File: src/rtl/bus_arbiter_6502.sv
// Bus arbiter between the 6502 core and a single DMA requester.
// The CPU is stalled through rdy, and the DMA side is granted only once the
// CPU sits halted on a read cycle. Every decision is taken on the phi_en
// strobe that marks a 6502 bus-cycle boundary.
module bus_arbiter_6502 #(
  parameter int MAX_BURST = 16,
  parameter int CNT_W     = 5
) (
  input  logic        CLOCK_50,
  input  logic        res,
  input  logic        phi_en,
  input  logic [15:0] cpu_ab,
  input  logic [7:0]  cpu_dbo,
  input  logic        cpu_rw,
  input  logic [7:0]  mem_rdata,
  input  logic        dma_req,
  input  logic [15:0] dma_ab,
  input  logic [7:0]  dma_wdata,
  input  logic        dma_rw,
  output logic        rdy,
  output logic [15:0] mem_ab,
  output logic [7:0]  mem_wdata,
  output logic        mem_rw,
  output logic [7:0]  cpu_dbi,
  output logic        dma_grant,
  output logic        dma_ack,
  output logic [7:0]  dma_rdata
);

  typedef enum logic [1:0] {
    ST_CPU     = 2'd0,
    ST_DRAIN   = 2'd1,
    ST_DMA     = 2'd2,
    ST_RELEASE = 2'd3
  } state_t;

  state_t           state_r, state_s;
  logic             rdy_r, rdy_s;
  logic             grant_r, grant_s;
  logic             ack_r, ack_s;
  logic [7:0]       rdata_r, rdata_s;
  logic [CNT_W-1:0] count_r, count_s;
  logic             yield_r, yield_s;
  logic [CNT_W-1:0] count_inc_s;
  logic             burst_end_s;

  // Burst accounting: the transfer being completed now is number count_r + 1.
  always_comb begin
    count_inc_s = count_r + CNT_W'(1);
    burst_end_s = (count_inc_s == CNT_W'(MAX_BURST));
  end

  // State register plus all registered outputs, cleared by the synchronous reset.
  always_ff @(posedge CLOCK_50) begin
    if (res) begin
      state_r <= ST_CPU;
      rdy_r   <= 1'b1;
      grant_r <= 1'b0;
      ack_r   <= 1'b0;
      rdata_r <= 8'h00;
      count_r <= '0;
      yield_r <= 1'b0;
    end else begin
      state_r <= state_s;
      rdy_r   <= rdy_s;
      grant_r <= grant_s;
      ack_r   <= ack_s;
      rdata_r <= rdata_s;
      count_r <= count_s;
      yield_r <= yield_s;
    end
  end

  // Next-state logic; dma_ack defaults low so every pulse lasts one clock.
  always_comb begin
    state_s = state_r;
    rdy_s   = rdy_r;
    grant_s = grant_r;
    ack_s   = 1'b0;
    rdata_s = rdata_r;
    count_s = count_r;
    yield_s = yield_r;
    case (state_r)
      ST_CPU: begin
        if (phi_en) begin
          if (yield_r) begin
            // CPU is owed one full cycle after a capped burst.
            yield_s = 1'b0;
          end else if (dma_req) begin
            rdy_s   = 1'b0;
            state_s = ST_DRAIN;
          end else begin
            state_s = ST_CPU;
          end
        end else begin
          state_s = ST_CPU;
        end
      end
      ST_DRAIN: begin
        // An NMOS 6502 ignores rdy on writes, so wait for a read cycle.
        if (phi_en) begin
          if (!dma_req) begin
            rdy_s   = 1'b1;
            state_s = ST_CPU;
          end else if (cpu_rw) begin
            grant_s = 1'b1;
            count_s = '0;
            state_s = ST_DMA;
          end else begin
            state_s = ST_DRAIN;
          end
        end else begin
          state_s = ST_DRAIN;
        end
      end
      ST_DMA: begin
        if (phi_en) begin
          if (dma_req) begin
            ack_s   = 1'b1;
            count_s = count_inc_s;
            if (dma_rw) begin
              rdata_s = mem_rdata;
            end else begin
              rdata_s = rdata_r;
            end
            if (burst_end_s) begin
              yield_s = 1'b1;
              state_s = ST_RELEASE;
            end else begin
              state_s = ST_DMA;
            end
          end else begin
            state_s = ST_RELEASE;
          end
        end else begin
          state_s = ST_DMA;
        end
      end
      ST_RELEASE: begin
        // Grant drops on the first clock here, after the last ack pulse.
        grant_s = 1'b0;
        if (phi_en) begin
          rdy_s   = 1'b1;
          count_s = '0;
          state_s = ST_CPU;
        end else begin
          state_s = ST_RELEASE;
        end
      end
      default: begin
        state_s = ST_CPU;
        rdy_s   = 1'b1;
        grant_s = 1'b0;
        count_s = '0;
        yield_s = 1'b0;
      end
    endcase
  end

  // Bus multiplexer driven by the registered grant.
  always_comb begin
    if (grant_r) begin
      mem_ab    = dma_ab;
      mem_wdata = dma_wdata;
      mem_rw    = dma_rw;
    end else begin
      mem_ab    = cpu_ab;
      mem_wdata = cpu_dbo;
      mem_rw    = cpu_rw;
    end
  end

  assign cpu_dbi   = mem_rdata;
  assign rdy       = rdy_r;
  assign dma_grant = grant_r;
  assign dma_ack   = ack_r;
  assign dma_rdata = rdata_r;

endmodule

File: config.mk
export PLATFORM = sky130hd
export DESIGN_NAME = bus_arbiter_6502
export DESIGN_NICKNAME = d
export VERILOG_FILES = /design/src/rtl/bus_arbiter_6502.sv
export SDC_FILE = /design/constraint.sdc
export NUM_CORES = 1
export LEC_CHECK = 0
export CORE_MARGIN = 4
export CORE_UTILIZATION = 32
export DETAILED_ROUTE_END_ITERATION = 12
export MAX_ROUTING_LAYER = met4
export PLACE_DENSITY_LB_ADDON = 0.3
export SLEW_MARGIN = 10
export SYNTH_ARGS = -nofsm -noshare
export SYNTH_HDL_FRONTEND = slang
export SYNTH_SLANG_ARGS = --single-unit
export TNS_END_PERCENT = 100
File: constraint.sdc
create_clock -name CLOCK_50 -period 1.4 [get_ports CLOCK_50]
set_clock_uncertainty 0.05 [all_clocks]
set_input_delay 0.28 -clock CLOCK_50 [delete_from_list [all_inputs] [get_ports CLOCK_50]]
set_output_delay 0.28 -clock CLOCK_50 [all_outputs]
set_load 0.05 [all_outputs]
-- Word-level counts from Yosys, hierarchy flattened
Index checks and enable logic that the tools add are counted.
- input port bits: 62
- flip-flop bits (word level): 19
- equal/unequal tests: 16
- add/subtract/negate cells: 1
- reduce and logical (&&, ||, !) cells: 11
- multiplexer cells: 38
- bitwise gates (word level): 2
- operators with widths (cell ; number):
    5-bit two-way mux ; 6
    2-bit inequality test, second input constant ; 11
    1-bit two-way mux ; 17
    16-bit two-way mux ; 1
    2-bit two-way mux ; 8
    5-bit one-hot mux with 3 select lines ; 1
    7-bit AND reduction ; 2
    8-bit two-way mux ; 1
    2-bit one-hot mux with 4 select lines ; 1
    4-bit AND reduction ; 2
    3-bit nonzero test ; 2
    5-bit by 1-bit adder with 5-bit output, second input constant ; 1
    5-bit == test, second input constant ; 1
    5-bit AND reduction ; 1
    2-bit == test, second input constant ; 2
    1-bit one-hot mux with 2 select lines ; 2
    2-bit nonzero test ; 2
    3-bit inequality test, second input constant ; 1
    1-bit one-hot mux with 3 select lines ; 1
    3-bit OR reduction ; 1
    2-bit by 1-bit == test with 1-bit output, second input constant ; 1
    2-bit zero test ; 1
    1-bit inverter ; 2

-- Logic depth before layout (Yosys ltp)
- depth after elaboration: 6
- depth in mapped cells: 6
- gate-level depth less buffers: 5

-- Least setup slack after synthesis
No wires, ideal clock.
- path kind: register -> output
- from: register grant_r (netlist: dma_grant)
- to: output mem_ab[0]
- arrival: 1.575 ns
- path buffers: 2
- stages on the path, launching flop included: 4
- setup slack: -0.505 ns
- cells stage by stage: dfxtp_1 buf_2 buf_2 mux2_2
- cells in the longest elaborated chain, start to end: 1
- ends and longest elaborated chain (element ; line ; source):
    start, declared ; 39 ; logic grant_r, grant_s;
    start signal, assigned ; 66 ; grant_r <= grant_s;
    16-bit two-way mux ; 162 ; if (grant_r) begin
    end, declared ; 21 ; output logic [15:0] mem_ab,
No other way between the ends.

-- Worst setup path after layout
- from: register grant_r (netlist: dma_grant)
- to: output mem_wdata[6]
- cells in the longest elaborated chain, start to end: 1
- ends and longest elaborated chain (element ; line ; source):
    8-bit two-way mux ; 162 ;
    end, declared ; 22 ; output logic [7:0] mem_wdata,
No other way between the ends.

==> impl_metrics.toml <==
[run_status]
outcome = "complete, but fails checks"
violations = "setup timing"

[die]
num_rows = 22
pin_count = 106
dieWidth_um = 70.38
die_h_um = 70.38
core_area_mm2 = 0.003716
start_util = 0.3350
dieArea_mm2 = 0.004953

[clock_tree]
htree_levels = 1
cts_buffers = 3
clock_sink_count = 19
cts_tree = "done"
clkTransAtPathRegs_ns = 0.08
cts_hold_buffers = 0
clkLatencyLatePin_ns = 0.27
clockBufferDepth = 2
root_buffer = "clkbuf_8"

[route]
totalWireLength_um = 5753
dr.pass1.iters = 4
top_layer = "met4"
drt_iter0_markers = 33
vias_per_cell = 4.943
antenna_left = 0
wl_met1_um = 2261
wl_per_cell_um = 19.24
wl_met3_um = 393
drcViolationCount = 0
wl_met2_um = 3038
vias = 1478

[sta]
rsz0062_at_grt = "yes"
timing.fmax_mhz = 613.0
slew_headroom = 0.8151
period_needed_ns = 1.631
finalCritPeriodShare = 1.165
hold_viol = 0
setup_slack_ns = -0.2312
setup_viol = 25
worst_pin_slew_ns = 0.2765
drv_slew = 0

[synthesis]
yosys_register_bits = 19
netlist_area_mm2 = 0.001245
syn_inst = 141
synth.avg_cell_area_um2 = 8.829
synth.net_count = 204
yosys_warnings = 0
synth-seq-area-share = 0.3055
yosys.cell_types.count = 34

[power]
powerDensity_mw_per_mm2 = 594.9
p_int_mw = 1.211
clockPowerShare = 0.224
swShare = 0.3274
power_frac_seq = 0.308
p_comb_frac = 0.467
p_sw_uw = 589.4
leakagePower_nw = 1.233
vdd_drop_max_mv = 0.6125

[placement]
io_buffers = 105
gp_congestion = 0.8013
dpl.hpwl_um = 4424
place_area_mm2 = 0.002841

[worst_setup_path]
reg2reg_slack_ns = 0.10
critPathMaxFanout = 10
cp_data_required_time_ns = 1.07
crit_family = "flip-flops"
critPathMostFrequentCell = "buf_12"
cp_cell_sequence = "buf_12, mux2_4, buf_12"
slowest_delay_ns = 0.40
cpMaxStageDelayCell = "dfxtp_4"
crit_type = "reg2out"
timing.rr.start = "state_r[1]$_SDFFE_PP0P_"
crit_path_end_kind = "primary output"
cp.arrival_ns = 1.30
worstReg2RegEnd = "count_r[3]$_SDFFE_PP0P_"
cp-start-kind = "flip-flop"
ff2ff_path_depth = 4
cp.buffers_inverters = 2

[run]
max-cap-violations = 0

[worst_hold_path]
worstHoldEndpoint = "dma_rdata[2]$_SDFFE_PP0P_"
hp-class = "reg2reg"
whs_path_depth = 2
hp-start = "dma_rdata[2]$_SDFFE_PP0P_"

[finish]
fin_util = 0.8141
regArea_um2 = 385.4
fillCellCount = 195
multiInputGateArea_um2 = 848.3
fin_nets = 314
layout-drive-gt1-share = 0.4120
final_common_cell = "clkdlybuf4s50_1"
final_cell_mix = "clkdlybuf4s50_1, buf_12, mux2_4"
fin_area_mm2 = 0.003025
area_growth_syn_to_layout_pct = 143.0

[global_routing]
grt_pass1_wl_um = 8873
grt_max_degree = 13
grt_overflow = 0
track_usage = 0.2384
grt_pass1_vias = 1551
antenna_found_initial = 1
[tightest hold or removal path: stages, from the launching register on]
cell and delay [ns]:
dfxtp_1 0.34, nand2_1 0.06, a21oi_1 0.05
[synthesized netlist by cell type]
cell type / count / area share
a211oi_1: 2 / 0.012
a211oi_2: 1 / 0.010
a21o_1: 1 / 0.0060
a21oi_1: 13 / 0.052
a22oi_1: 1 / 0.0060
a311oi_1: 3 / 0.021
a31oi_1: 3 / 0.015
a41oi_1: 2 / 0.014
and2_1: 3 / 0.015
and2b_1: 2 / 0.012
and4b_1: 1 / 0.0080
buf_2: 6 / 0.024
buf_4: 9 / 0.054
buf_6: 2 / 0.018
clkbuf_1: 2 / 0.0060
clkbuf_2: 1 / 0.0040
dfxtp_1: 19 / 0.31
ha_1: 1 / 0.010
inv_1: 2 / 0.0060
mux2_2: 25 / 0.23
mux2i_1: 1 / 0.0080
nand2_1: 16 / 0.048
nand2_2: 1 / 0.0050
nand2b_1: 3 / 0.015
nand3_1: 10 / 0.040
nand3b_1: 1 / 0.0060
nand4_1: 1 / 0.0050
nand4b_1: 1 / 0.0070
nor2_2: 1 / 0.0050
nor2b_1: 1 / 0.0050
nor2b_2: 1 / 0.0070
o211ai_1: 1 / 0.0060
o21ai_0: 3 / 0.012
o21ai_1: 1 / 0.0040
[final cells by class]
class                           instances  share of cell area
Tap cell                               48             0.01985
Sequential cell                        19              0.1274
Inverter                                2            0.002481
Clock buffer                            3             0.01365
Timing Repair Buffer                  125              0.5538
Antenna cell                            1           0.0008271
Clock inverter                          1            0.001654
Multi-Input combinational cell        100              0.2804
[flip-flops by register name, summed over array words and instances (netlist names)]
| signal | count |
|---|---|
| dma_rdata | 8 |
| count_r | 5 |
| state_r | 2 |
| dma_ack | 1 |
| dma_grant | 1 |
| rdy | 1 |
| yield_r | 1 |
[cell families (layout without fill, tap and decap cells)]
kind of cell / after synthesis / count (layout) / synth area share
other: 0 / 1 / 0
adder cells (fa/ha/maj): 1 / 1 / 0.01005
AND/OR/NAND/NOR: 42 / 42 / 0.1789
flip-flops: 19 / 19 / 0.3055
AO/OA/AOI/OAI: 31 / 31 / 0.1588
buffers and inverters: 22 / 131 / 0.1126
multiplexers: 26 / 26 / 0.2342
[power by group through the flow]
stage	logic [mW]	clock network (mW)	registers [mW]
floorplan	0.351	0	0.576
global placement	0.791	0	0.568
detailed placement	0.807	0	0.569
CTS	0.838	0.407	0.555
global route	0.867	0.431	0.556
finish	0.841	0.403	0.555
[worst max-delay path by stage]
stage	start	to	slack, ns	depth (start not counted)
2_1_floorplan	dma_grant$_SDFFE_PP0P_	mem_ab[0]	-0.05	3
3_3_place_gp	dma_req	count_r[3]$_SDFFE_PP0P_	-0.24	6
3_5_place_dp	dma_req	count_r[2]$_SDFFE_PP0P_	-0.33	6
4_1_cts	dma_grant$_SDFFE_PP0P_	mem_wdata[6]	-0.23	3
5_1_grt	dma_grant$_SDFFE_PP0P_	mem_wdata[6]	-0.27	3
6_report	dma_grant$_SDFFE_PP0P_	mem_wdata[6]	-0.23	3
[metal layers]
layer / vias to the layer above / GRT usage
met5: - / -
met4: 0 / 0.05745
met3: 5 / 0.05180
met2: 63 / 0.4262
met1: 694 / 0.2679
li1: 716 / -
[metrics by stage]
| stage | instances | total power, mW | TNS (ns) | setup WS [ns] | hold slack, ns |
|---|---|---|---|---|---|
| 3_3_place_gp | 291 | 1.359 | -4.036 | -0.2402 | 0.4271 |
| 6_report | 299 | 1.800 | -5.451 | -0.2312 | 0.4470 |
| 4_1_cts | 298 | 1.799 | -5.468 | -0.2342 | 0.4491 |
| 2_1_floorplan | 141 | 0.9277 | -0.9029 | -0.04951 | 0.3775 |
| 5_1_grt | 299 | 1.854 | -6.157 | -0.2658 | 0.4638 |
| 3_5_place_dp | 291 | 1.376 | -5.272 | -0.3291 | 0.4376 |
[what timing repair did]
item | 4_1_cts | 5_1_grt
buffers inserted | 3 | 0
resized for setup | 19 | 9
pin swaps | 2 | 1
setup endpoints to repair | 28 | 36
(Power assumes the default switching activity.)
==> patch 1: new RTL, same flow settings <==
The 4 states of `state_t` get a Gray code encoding in 2 bits.
--- a/src/rtl/bus_arbiter_6502.sv
+++ b/src/rtl/bus_arbiter_6502.sv
@@ -28,10 +28,10 @@
 );
 
   typedef enum logic [1:0] {
-    ST_CPU     = 2'd0,
-    ST_DRAIN   = 2'd1,
-    ST_DMA     = 2'd2,
-    ST_RELEASE = 2'd3
+    ST_CPU     = 2'b00,
+    ST_DRAIN   = 2'b01,
+    ST_DMA     = 2'b11,
+    ST_RELEASE = 2'b10
   } state_t;
 
   state_t           state_r, state_s;
Check against the original RTL: no difference found for any inputs over 10 cycles, from zero or initial values; not proved beyond that.
==> patch 1 against the original RTL <==
  * The flow still finishes with violations (negative setup slack)
  * Final cell count rose by 12%
  * Synthesized area rose by 9.2%
  * Worst hold slack got worse by 0.079 ns
  * Non-clock buffer count rose by 15
  * Final area rose by 16%
  * Via count rose by 22%
  * Sequential cell count did not move
  * Routed wire length rose by 34%
  * Worst setup slack got worse by 0.041 ns
  * Critical endpoint is now mem_wdata[2]
  * Sequential share of layout area fell by 1.4 points
  * Critical path type unchanged
  * Total power rose by 5.9%
==> patch 1: results (changes against the original RTL) <==
Status
  – Outcome: complete, but fails checks
  – Failing checks: negative setup slack

Cells and area
  – N_diodes: 0 (-1)

GRT
  – Initial antenna violation count: 0 (-1)
  – Met2 Usage GRT: 43.2% (+0.58 points)
  – Vias in the first global route: 1679 (+8.3%)
  – First-pass GRT wire length: 8910 µm (+0.46%)

Timing
  – Setup tns final: -7.23 ns (-1.77 ns)
  – Final worst setup slack: -0.272 ns (-0.0412 ns)
  – Final-report setup violation count: 39 (+56%)
  – Worst slew pin tran: 0.348 ns (+0.0716 ns)
  – Final hold slack: 0.368 ns (-0.0787 ns)

Hold path
  – Hold Path Class: in -> reg
  – Hold Startpoint: mem_rdata[5]
  – WHS Path Cells: 3 (+1)

Synthesis
  – Post-Syn Nets: 227 (+11%)
  – Synth area leaders: dfxtp_1 (28%), mux2_2 (20%), ha_1 (5.5%)

Drt
  – Starting DRT DRC Count: 117 (+250%)
  – Via count: 1802 (+22%)
  – Routed len/inst: 23.0 µm (+20%)

Critical path
  – CP arrival: 1.34 ns (+0.04 ns)
  – R2r worst-path depth: 7 (+3)

Place
  – Detail Placement HPWL: 4400 µm (-0.60%)
  – Placed Instance Area: 2980 µm² (+4.9%)
  – Gpl congestion: 0.821 (+2.5%)

Power
  – Maximum VDD drop: 0.000346 V (-44%)
[patch 1: logic make-up (layout without fill, tap and decap cells)]
logic type / after synthesis / after routing / synth area share, %
AO/OA/AOI/OAI: 36 / 36 / 17.1
adder cells (fa/ha/maj): 6 / 6 / 5.52
buffers and inverters: 26 / 153 / 10.0
flip-flops: 19 / 19 / 28.0
multiplexers: 25 / 25 / 20.6
AND/OR/NAND/NOR: 47 / 47 / 18.8
[patch 1: what timing repair did]
action | CTS | global route
buffers inserted | 6 | 12
pin swaps | 6 | 28
hold endpoints to repair | 0 | 0
resized for setup | 42 | 59
endpoints found under the setup margin | 34 | 42
[patch 1: report_power, final]
group          internal [µW]  switching [µW]
clock network            198             200
registers                543            12.4
logic                    506             448
total                   1250             660
[patch 1: cell type report]
class / instances / area, µm²
Fill cell: 157 / 547
Timing Repair Buffer: 140 / 1780
Multi-Input combinational cell: 114 / 1190
Clock buffer: 3 / 41.3
Clock inverter: 1 / 5.00
Inverter: 9 / 38.8
Tap cell: 50 / 62.6
Sequential cell: 19 / 398
==> patch 2: new RTL, same settings <==
Without the edit above. The parameter `MAX_BURST` goes from 16 to 8.
--- a/src/rtl/bus_arbiter_6502.sv
+++ b/src/rtl/bus_arbiter_6502.sv
@@ -3,7 +3,7 @@
 // CPU sits halted on a read cycle. Every decision is taken on the phi_en
 // strobe that marks a 6502 bus-cycle boundary.
 module bus_arbiter_6502 #(
-  parameter int MAX_BURST = 16,
+  parameter int MAX_BURST = 8,
   parameter int CNT_W     = 5
 ) (
   input  logic        CLOCK_50,
Function: same outputs for any inputs over 10 cycles, from zero or initial values; that may be too few to reach the edited logic, so the function may still have changed.
==> patch 2 against the original RTL <==
  * The flow still finishes with violations (negative setup slack)
  * Total power is 1.1% lower
  * Sequential cell count stayed put
  * Routed wire length grew 9.0%
  * Final area is 0.33% lower
  * Maximum frequency fell by 1.3%
  * Utilization up 0.34 points
  * Synthesized area shrank 0.90%
  * Worst setup slack lost 0.021 ns
  * Critical endpoint is now mem_wdata[5]
  * Largest power group unchanged
==> patch 2: results (changes against the original RTL) <==
Synthesis
  – Netlist cell types: 31 (-8.8%)
  – Synth area leaders: dfxtp_1 (31%), mux2_2 (23%), buf_4 (5.5%)
  – Sequential cell area fraction in the yosys report: 30.8% (+0.28 points)
  – Mux cell area share after synthesis: 24.4% (+1.0 points)
  – Top post-synthesis cells by count: mux2_2 (25), dfxtp_1 (19), nand2_1 (17)
  – Post-Synth Adder-Cell Area: 1.01% (+0.0092 points)

Place
  – Detail Placement HPWL: 4770 µm (+7.8%)

GRT
  – Met2 Usage GRT: 47.3% (+4.7 points)
  – M1 GR Usage: 24.4% (-2.4 points)
  – First-pass GRT wire length: 9250 µm (+4.3%)
  – Met3 global-route usage: 7.91% (+2.7 points)
  – Initial antenna violation count: 0 (-1)

Critical path
  – R2r worst-path depth: 5 (+1)
  – Worst setup path end: mem_wdata[5]

Hold path
  – Hold Path Class: in -> reg
  – WHS Path Cells: 5 (+3)
  – Sink of the worst hold path: state_r[1]

Timing
  – Final worst setup slack: -0.252 ns (-0.0210 ns)
  – Final-report setup violation count: 25 (unchanged)
  – Rel. slew slack: 83.8% (+2.3 points)

Cells and area
  – Non-clk bufs: 124 (-0.80%)
  – Fraction of final layout cells sized beyond drive strength 1: 45.0% (+3.8 points)
  – Area of the multi-input gates: 870 µm² (+2.5%)

Drt
  – Final WL: 6270 µm (+9.0%)
  – Vias/cell: 5.09 (+3.0%)

Status
  – Outcome: complete, but fails checks
  – Failing checks: negative setup slack

Clock network
  – Number of setup buffers added after CTS: 1 (-2)

Die
  – Core area: 3690 µm² (-0.74%)
-- patch 2: cell families (layout without fill, tap and decap cells) --
logic type | count (synthesis) | in the layout
AND/OR/NAND/NOR | 42 | 42
AO/OA/AOI/OAI | 30 | 30
multiplexers | 27 | 27
buffers and inverters | 22 | 130
flip-flops | 19 | 19
adder cells (fa/ha/maj) | 1 | 1
-- patch 2: metrics by stage --
step           std cells  worst slack [ns]  total power, µW  TNS [ns]  hold WS, ns
2_1_floorplan        141           -0.0495              926    -0.903        0.378
3_3_place_gp         290            -0.281             1360     -5.37        0.431
3_5_place_dp         290            -0.416             1380     -6.66        0.441
4_1_cts              295            -0.242             1770     -5.32        0.451
5_1_grt              297            -0.288             1830     -6.22        0.461
6_report             297            -0.252             1780     -5.48        0.426
-- patch 2: routing by layer --
layer	wire length, µm	part of all wire, %
met5	0	0
met4	104	1.7
met3	505	8.1
met2	3520	56
met1	2140	34
